==> src/rtl/telemetry_uart_tx.sv <==
// telemetry_uart_tx: periodically snapshots bumper state and per-window encoder edge counts
// and sends them as an 8N1 UART frame. Define TELEM_CHECKSUM_EN to append an XOR checksum byte.
module telemetry_uart_tx #(
  parameter int         CLKS_PER_BIT = 1666,
  parameter int         FRAME_PERIOD = 1600000,
  parameter logic [7:0] HEADER       = 8'hA5
) (
  input  logic       WF_CLK,
  input  logic       WF_BUTTON,
  input  logic       enable,
  input  logic [5:0] bump,
  input  logic       motorL_encdr,
  input  logic       motorR_encdr,
  output logic       Tx,
  output logic       busy,
  output logic       frame_done,
  output logic       overrun
);

  localparam int BIT_W = (CLKS_PER_BIT > 1) ? $clog2(CLKS_PER_BIT) : 1;
  localparam int WIN_W = (FRAME_PERIOD > 1) ? $clog2(FRAME_PERIOD) : 1;
`ifdef TELEM_CHECKSUM_EN
  localparam int NBYTES = 5;
`else
  localparam int NBYTES = 4;
`endif
  localparam logic [BIT_W-1:0] BIT_LAST  = BIT_W'(CLKS_PER_BIT - 1);
  localparam logic [WIN_W-1:0] WIN_LAST  = WIN_W'(FRAME_PERIOD - 1);
  localparam logic [2:0]       BYTE_LAST = 3'(NBYTES - 1);

  typedef enum logic [1:0] {
    ST_IDLE  = 2'd0,
    ST_START = 2'd1,
    ST_DATA  = 2'd2,
    ST_STOP  = 2'd3
  } state_e;

  // Edge counters restart on the tick; an edge on the tick itself opens the new window at 1.
  function automatic logic [7:0] cnt_next(input logic [7:0] cnt, input logic rise, input logic tick);
    logic [7:0] nxt;
    if (tick) begin
      nxt = {7'b0000000, rise};
    end else if (rise && (cnt != 8'hFF)) begin
      nxt = cnt + 8'd1;
    end else begin
      nxt = cnt;
    end
    return nxt;
  endfunction

`ifdef TELEM_CHECKSUM_EN
  function automatic logic [7:0] frame_xor(input logic [7:0] b0, input logic [7:0] b1,
                                           input logic [7:0] b2, input logic [7:0] b3);
    return b0 ^ b1 ^ b2 ^ b3;
  endfunction
`endif

  logic [5:0]       bump_s1_q, bump_s2_q;
  logic             enc_l_s1_q, enc_l_s2_q, enc_l_prev_q;
  logic             enc_r_s1_q, enc_r_s2_q, enc_r_prev_q;
  logic [7:0]       cnt_l_q, cnt_l_d, cnt_r_q, cnt_r_d;
  logic [WIN_W-1:0] win_q, win_d;
  logic [5:0]       snap_bump_q, snap_bump_d;
  logic [7:0]       snap_l_q, snap_l_d, snap_r_q, snap_r_d;
  logic             overrun_q, overrun_d;

  state_e           state_q, state_d;
  logic [BIT_W-1:0] bit_cnt_q, bit_cnt_d;
  logic [2:0]       bit_idx_q, bit_idx_d;
  logic [2:0]       byte_idx_q, byte_idx_d;
  logic             tx_q, tx_d;
  logic             busy_q, busy_d;
  logic             done_q, done_d;

  logic             rise_l_s, rise_r_s, tick_s, busy_s, start_s, bit_end_s;
  logic [7:0]       cur_byte_s;

  assign rise_l_s  = enc_l_s2_q & ~enc_l_prev_q;
  assign rise_r_s  = enc_r_s2_q & ~enc_r_prev_q;
  assign tick_s    = (win_q == WIN_LAST);
  assign busy_s    = (state_q != ST_IDLE);
  assign start_s   = tick_s & enable & ~busy_s;
  assign bit_end_s = (bit_cnt_q == BIT_LAST);

  // Window timer, edge counters, snapshot and sticky overrun next-state.
  always_comb begin
    win_d       = tick_s ? '0 : (win_q + WIN_W'(1'b1));
    cnt_l_d     = cnt_next(cnt_l_q, rise_l_s, tick_s);
    cnt_r_d     = cnt_next(cnt_r_q, rise_r_s, tick_s);
    snap_bump_d = snap_bump_q;
    snap_l_d    = snap_l_q;
    snap_r_d    = snap_r_q;
    overrun_d   = overrun_q;
    if (tick_s && !busy_s) begin
      snap_bump_d = bump_s2_q;
      snap_l_d    = cnt_l_q;
      snap_r_d    = cnt_r_q;
    end else if (tick_s && busy_s) begin
      overrun_d = 1'b1;
    end else begin
      overrun_d = overrun_q;
    end
  end

  // UART framing FSM: next state and bit/byte position.
  always_comb begin
    state_d    = state_q;
    bit_cnt_d  = bit_cnt_q;
    bit_idx_d  = bit_idx_q;
    byte_idx_d = byte_idx_q;
    case (state_q)
      ST_IDLE: begin
        if (start_s) begin
          state_d    = ST_START;
          bit_cnt_d  = '0;
          byte_idx_d = 3'd0;
        end else begin
          state_d = ST_IDLE;
        end
      end
      ST_START: begin
        if (bit_end_s) begin
          state_d   = ST_DATA;
          bit_cnt_d = '0;
          bit_idx_d = 3'd0;
        end else begin
          bit_cnt_d = bit_cnt_q + BIT_W'(1'b1);
        end
      end
      ST_DATA: begin
        if (bit_end_s) begin
          bit_cnt_d = '0;
          if (bit_idx_q == 3'd7) begin
            state_d = ST_STOP;
          end else begin
            bit_idx_d = bit_idx_q + 3'd1;
          end
        end else begin
          bit_cnt_d = bit_cnt_q + BIT_W'(1'b1);
        end
      end
      ST_STOP: begin
        if (bit_end_s) begin
          bit_cnt_d = '0;
          if (byte_idx_q == BYTE_LAST) begin
            state_d = ST_IDLE;
          end else begin
            state_d    = ST_START;
            byte_idx_d = byte_idx_q + 3'd1;
          end
        end else begin
          bit_cnt_d = bit_cnt_q + BIT_W'(1'b1);
        end
      end
      default: state_d = ST_IDLE;
    endcase
  end

  // Byte selected by the upcoming byte index; the snapshot is stable before any data bit.
  always_comb begin
    cur_byte_s = HEADER;
    case (byte_idx_d)
      3'd0:    cur_byte_s = HEADER;
      3'd1:    cur_byte_s = {2'b00, snap_bump_q};
      3'd2:    cur_byte_s = snap_l_q;
      3'd3:    cur_byte_s = snap_r_q;
`ifdef TELEM_CHECKSUM_EN
      3'd4:    cur_byte_s = frame_xor(HEADER, {2'b00, snap_bump_q}, snap_l_q, snap_r_q);
`endif
      default: cur_byte_s = 8'hFF;
    endcase
  end

  // Outputs are decoded from the next state so they register in step with the FSM.
  always_comb begin
    tx_d   = 1'b1;
    busy_d = (state_d != ST_IDLE);
    done_d = (state_d == ST_STOP) && (byte_idx_d == BYTE_LAST) && (bit_cnt_d == BIT_LAST);
    case (state_d)
      ST_IDLE:  tx_d = 1'b1;
      ST_START: tx_d = 1'b0;
      ST_DATA:  tx_d = cur_byte_s[bit_idx_d];
      ST_STOP:  tx_d = 1'b1;
      default:  tx_d = 1'b1;
    endcase
  end

  // Input synchronisers and encoder edge history.
  always_ff @(posedge WF_CLK or negedge WF_BUTTON) begin
    if (!WF_BUTTON) begin
      bump_s1_q    <= 6'd0;
      bump_s2_q    <= 6'd0;
      enc_l_s1_q   <= 1'b0;
      enc_l_s2_q   <= 1'b0;
      enc_l_prev_q <= 1'b0;
      enc_r_s1_q   <= 1'b0;
      enc_r_s2_q   <= 1'b0;
      enc_r_prev_q <= 1'b0;
    end else begin
      bump_s1_q    <= bump;
      bump_s2_q    <= bump_s1_q;
      enc_l_s1_q   <= motorL_encdr;
      enc_l_s2_q   <= enc_l_s1_q;
      enc_l_prev_q <= enc_l_s2_q;
      enc_r_s1_q   <= motorR_encdr;
      enc_r_s2_q   <= enc_r_s1_q;
      enc_r_prev_q <= enc_r_s2_q;
    end
  end

  // Window, counter, snapshot and overrun state.
  always_ff @(posedge WF_CLK or negedge WF_BUTTON) begin
    if (!WF_BUTTON) begin
      win_q       <= '0;
      cnt_l_q     <= 8'd0;
      cnt_r_q     <= 8'd0;
      snap_bump_q <= 6'd0;
      snap_l_q    <= 8'd0;
      snap_r_q    <= 8'd0;
      overrun_q   <= 1'b0;
    end else begin
      win_q       <= win_d;
      cnt_l_q     <= cnt_l_d;
      cnt_r_q     <= cnt_r_d;
      snap_bump_q <= snap_bump_d;
      snap_l_q    <= snap_l_d;
      snap_r_q    <= snap_r_d;
      overrun_q   <= overrun_d;
    end
  end

  // FSM state and registered line outputs.
  always_ff @(posedge WF_CLK or negedge WF_BUTTON) begin
    if (!WF_BUTTON) begin
      state_q    <= ST_IDLE;
      bit_cnt_q  <= '0;
      bit_idx_q  <= 3'd0;
      byte_idx_q <= 3'd0;
      tx_q       <= 1'b1;
      busy_q     <= 1'b0;
      done_q     <= 1'b0;
    end else begin
      state_q    <= state_d;
      bit_cnt_q  <= bit_cnt_d;
      bit_idx_q  <= bit_idx_d;
      byte_idx_q <= byte_idx_d;
      tx_q       <= tx_d;
      busy_q     <= busy_d;
      done_q     <= done_d;
    end
  end

  assign Tx         = tx_q;
  assign busy       = busy_q;
  assign frame_done = done_q;
  assign overrun    = overrun_q;

endmodule

==> config.mk <==
export PLATFORM = sky130hd
export DESIGN_NAME = telemetry_uart_tx
export DESIGN_NICKNAME = d
export VERILOG_FILES = /design/src/rtl/telemetry_uart_tx.sv
export SDC_FILE = /design/constraint.sdc
export NUM_CORES = 1
export LEC_CHECK = 0
export CORE_ASPECT_RATIO = 1.75
export CORE_MARGIN = 1
export CORE_UTILIZATION = 40
export DETAILED_ROUTE_END_ITERATION = 16
export MAX_ROUTING_LAYER = met4
export SYNTH_ARGS = -nofsm -noshare
export SYNTH_HDL_FRONTEND = slang
export SYNTH_SLANG_ARGS = --single-unit
==> constraint.sdc <==
create_clock -name WF_CLK -period 8.4 [get_ports WF_CLK]
set_input_delay 0.84 -clock WF_CLK [delete_from_list [all_inputs] [get_ports WF_CLK]]
set_output_delay 0.84 -clock WF_CLK [all_outputs]
set_load 0.01 [all_outputs]
# Word level (Yosys, flattened, before mapping)
# Index checks and enable logic that the tools add are counted.
# word_totals
romBits	0
wordCells	97
memories	0
latchBits	0
input_bits	11
register_bits	100
mem_bits_rw	0
# op_classes
shifts	0
reduce_logical	17
muxes	27
n_eq_ne	16
n_lt_le_gt_ge	1
addsub	6
n_mul	0
bitwise_logic	8
div	0
# ops
cell	n
8-bit two-way mux	4
8-bit case mux with 4 select lines	1
11-bit equality test (second input constant)	2
11-bit two-way mux	2
11-bit case mux with 2 select lines	1
21-bit by 1-bit adder with 21-bit output (second input constant)	1
21-bit equality test (second input constant)	1
21-bit two-way mux	1
3-bit two-way mux	6
8-bit by 1-bit adder with 8-bit output (second input constant)	2
8-bit inequality test (second input constant)	2
3-bit case mux with 2 select lines	2
11-bit by 1-bit adder with 11-bit output (second input constant)	1
3-bit by 2-bit equality test with 1-bit output (second input constant)	3
2-bit equality test (second input constant)	4
2-bit two-way mux	4
2-bit case mux with 4 select lines	1
2-bit nonzero test	4
3-bit by 1-bit adder with 3-bit output (second input constant)	2
1-bit logical AND	6
1-bit bitwise AND	4
2-bit by 1-bit equality test with 1-bit output (second input constant)	2
2-bit logical NOT	2
3-bit by 4-bit < comparator with 1-bit output (second input constant)	1
other kinds (11)	16

# Depth between registers and ports, before layout
# logic_depth
ltp_word	10
ltp_mapped	13
mapped_depth_nobuf	13

# Worst setup path before layout
# Ideal clock, no wire load.
# synth_path
path_kind	register -> register
from	register bit_cnt_q[2]
to	register tx_q, in the netlist Tx
required_time_ps	8320
arrival_ps	3028
slack_ps	5292
setup_ps	80
path_stages_with_launch	12
path_cell_list	dfrtp_1 > or4_1 > buf_2 > or3_4 > a21oi_1 > nor2_1 > or2_2 > ha_1 > or3b_1 > a211oi_1 > a2bb2oi_1 > o2111a_1
# synth_via
elab_chain_len	8
elab_cells_between_ends	23
# synth_lines
item	line	text
start: declaration	68	logic [BIT_W-1:0] bit_cnt_q, bit_cnt_d;
start signal: assignment	244	bit_cnt_q <= bit_cnt_d;
11-bit equality test *	83	assign bit_end_s = (bit_cnt_q == BIT_LAST);
3-bit two-way mux	143	if (bit_end_s) begin
3-bit case mux with 2 select lines	111	case (state_q)
3-bit by 2-bit equality test with 1-bit output, or another cell as far along	162	case (byte_idx_d)
8-bit case mux with 4 select lines	162	
1-bit binary-select mux with 3-bit select	182	ST_DATA: tx_d = cur_byte_s[bit_idx_d];
1-bit two-way mux (implied by the code)	182	
1-bit case mux with 3 select lines *	179	case (state_d)
net tx_d	71	logic tx_q, tx_d;
end signal: assignment	247	tx_q <= tx_d;
end: declaration	71	
# The timed path passes the listed nets; every way through them passes the cells marked *. The select of a mux whose other input is x is not followed.
# A chain may end at the register's enable or synchronous reset.

# Final worst setup path
# layout_path
from	register win_q[0]
to	register tx_q, in the netlist Tx
# layout_via
elab_chain_len	10
elab_cells_between_ends	20
# layout_lines
item	line	text
start: declaration	62	logic [WIN_W-1:0] win_q, win_d;
start signal: assignment	222	win_q <= win_d;
21-bit equality test *	80	assign tick_s = (win_q == WIN_LAST);
1-bit bitwise AND * (2 in a row)	82	assign start_s = tick_s & enable & ~busy_s;
3-bit two-way mux *	113	if (start_s) begin
3-bit case mux with 2 select lines *	111	
net byte_idx_d[2]	70	logic [2:0] byte_idx_q, byte_idx_d;
3-bit by 2-bit equality test with 1-bit output, or another cell as far along	162	
8-bit case mux with 4 select lines *	162	
1-bit binary-select mux with 3-bit select *	182	
1-bit two-way mux (implied by the code) *	182	
1-bit case mux with 3 select lines *	179	
net tx_d	71	
# Marked as above.

==> qor.csv <==
stage;metric;value;unit
layout;Post-Layout Inst Area;5260;um^2
placement;port buffer count;14;
synthesis;Cell Area, Synth;4690;um^2
outcome;status;finished with violations;
power_and_ir_drop;Worst VDD drop;0.000133;V
layout;# fillers;1077;
layout;Ant. Diodes;0;
critical_path;CP Data Arrival Time;3.66;ns
routing;1st-iter DRT viols;155;
timing;final slew viol count;0;
timing;setup TNS;0;ns
layout;layout cells sized above 1;0.142;
grt;vias in the first global route;3239;
synthesis;cell count after synthesis;422;
grt;first-pass GRT wire length;15500;um
critical_path;Max FO, Critical Path;14;
die;Die ar.;12200;um^2
routing;remaining antenna violation count;0;
timing;RSZ-0062 raised after global routing;no;
timing;period utilisation layout;0.402;
timing;Final Hold Viols;0;
cts;hold_buf cts;0;
critical_path;critical path type;reg2reg;
die;Ports;15;
placement;routability cong.;0.857;
layout;commonest cells after routing, fill and taps aside;dfrtp_1 (99), nor2_1 (34), nand2_1 (32);
min_path;Hold WC Path Type;reg2reg;
critical_path;crit-path cells;ha_1 > and4_1 > nand2_1 > o31a_2 > o21ai_2 > inv_2 > nor3_1 > nand2_1 > a311oi_1 > o2111a_1;
cts;post-cts gate resize count;0;
routing;drt total wl;9050;um
critical_path;Worst path slowest cell;o31a_2;
layout;Final nets;465;
critical_path;CP Launch Type;register;
cts;CTS root buffer;clkbuf_16;
synthesis;Warnings, synthesis;0;
grt;Congestion Overflow GR;0;
synthesis;Post-synth EDFFs;0;
synthesis;#FFs+latches synth;100;
timing;Min Clock Period, post-route;3.38;ns
grt;largest net degree at the start of global routing;70;
critical_path;CP peak stage delay;0.51;ns
routing;DRC Markers;1;
synthesis;Syn Area/Cell;11.1;um^2
timing;Worst-Margin Slew;0.894;ns
outcome;failing checks;design-rule violations;
synthesis;Syn Nets;448;
timing;Max Clock Skew;0.00860;ns
cts;clk buf depth;2;
synthesis;top_reg_cell synth;dfrtp_1;
critical_path;CP Capture Type;register;
cts;clk_lat worst skew;0.35;ns
cts;CTS tree;built;
die;die height;145;um
power_and_ir_drop;PD cells;194;nW/um^2
placement;DPL Wire Length;6460;um
cts;setup bufs post-CTS;0;
die;Initial Utilization;0.408;
grt;gr usage total;0.166;
placement;placed inst area;4960;um^2
cts;CTS clk-pin slew, worst paths;0.08;ns
power_and_ir_drop;LEAKAGE;2.30;nW
cts;CTS Sinks;100;
flow_run;MaxCap Viol Count;0;
timing;Max Clock Freq;0.296;GHz
critical_path;dominant cell type by count on the critical path;nand2_1;
routing;drt via density;5.51;
layout;FF/Latch Area;2500;um^2
cts;total CTS buffers;9;
cts;H-tree levels;3;
timing;number of setup violations in the final report;0;
die;FP Rows;52;
routing;WL/cell;15.6;um
grt;initial antenna violation count;0;
synthesis;Distinct cells, synth;64;
synthesis;ys async rst share;1.00;
die;core area;11500;um^2
routing;DRT Pass-1 Iters;10;
critical_path;critical path data required time;8.68;ns
layout;area grow syn2layout;12.2;%
synthesis;post-synthesis sequential area ratio;0.533;
routing;routed vias;3190;
timing;Max-slew headroom;0.402;
layout;footprint of the multi-input gates;2060;um^2
layout;commonest non-fill, non-tap cell in the layout;dfrtp_1;
die;Die Wd;83.9;um
==> power by group <==
group	switching (mW)	internal, mW
combinational	0.0328	0.0302
clock	0.198	0.210
sequential	0.0369	0.511
==> state kept, by name, indices dropped and copies added, names as in the netlist, 2 cells and up <==
signal	flops
win_q	21
bit_cnt_q	11
cnt_l_q	8
cnt_r_q	8
snap_l_q	8
snap_r_q	8
bump_s1_q	6
bump_s2_q	6
snap_bump_q	6
bit_idx_q	3
byte_idx_q	3
state_q	2
==> critical path: cells and delay by family (launching register included) <==
| kind | cells | cell delay, ns |
|---|---|---|
| AO/OA/AOI/OAI | 4 | 1.41 |
| AND/OR/NAND/NOR | 4 | 1.04 |
| adder cells (fa/ha/maj) | 1 | 0.29 |
| buffers and inverters | 1 | 0.11 |
| flip-flops | 1 | 0.45 |
==> metal layers <==
metal | vias up | GRT usage | routed length [um]
li1 | 1536 | - | -
met4 | 0 | 0.0759 | 259
met3 | 24 | 0.0279 | 237
met2 | 54 | 0.284 | 4840
met5 | - | - | 0
met1 | 1576 | 0.188 | 3720
==> cells by family after synthesis <==
family | Yosys count | share of synthesized area
adders and majority gates | 15 | 0.0400
AOI/OAI and AO/OA | 68 | 0.0949
and+or+nand+nor | 148 | 0.175
muxes | 33 | 0.0770
DFF | 100 | 0.533
buffers and inverters | 30 | 0.0277
xor gates and xnor gates | 28 | 0.0523
==> cell type report <==
cell class | count | share of cell area
Sequential cell | 100 | 0.476
Multi-Input combinational cell | 292 | 0.392
Clock buffer | 9 | 0.0428
Tap cell | 135 | 0.0321
Timing Repair Buffer | 16 | 0.0290
Clock inverter | 7 | 0.0145
Inverter | 20 | 0.0143
==> final timing paths <==
kind | from | to | slack (ns) | cells after the start
max | win_q[0]$_DFF_PN0_ | Tx$_DFF_PN1_ | 5.02 | 10
min | bump_s1_q[1]$_DFF_PN0_ | bump_s2_q[1]$_DFF_PN0_ | 0.35 | 0
max reg2reg | win_q[0]$_DFF_PN0_ | Tx$_DFF_PN1_ | 5.02 | 10
min reg2reg | bump_s1_q[1]$_DFF_PN0_ | bump_s2_q[1]$_DFF_PN0_ | 0.35 | 0
max in group asynchronous | WF_BUTTON | win_q[10]$_DFF_PN0_ | 6.78 | 2
min in group asynchronous | WF_BUTTON | bit_cnt_q[10]$_DFF_PN0_ | 0.43 | 1
==> metrics by stage <==
step / worst slack, ns / instances / hold WS (ns) / power, mW / util
floorplan: 5.29 / 422 / 0.331 / 0.589 / -
finish: 5.02 / 579 / 0.350 / 1.02 / 0.457
global placement: 4.89 / 563 / 0.333 / 0.618 / 0.431
detailed placement: 4.87 / 563 / 0.335 / 0.622 / 0.431
global route: 4.79 / 579 / 0.361 / 1.07 / 0.457
CTS: 5.00 / 579 / 0.351 / 1.03 / 0.457
==> synth_stat cells, types with 5 or more instances <==
cell type / number / area [um^2]
dfrtp_1: 99 / 2480
nor2_1: 35 / 131
nand2_1: 32 / 120
mux2_2: 25 / 282
o21ai_0: 23 / 115
xor2_1: 20 / 175
inv_1: 19 / 71.3
ha_1: 15 / 188
nand3_1: 14 / 70.1
a21oi_1: 13 / 65.1
nand4_1: 13 / 81.3
and3_1: 10 / 62.6
mux2i_1: 8 / 80.1
xnor2_1: 8 / 70.1
or3_1: 5 / 31.3
Power figures use the tool's default switching activity.
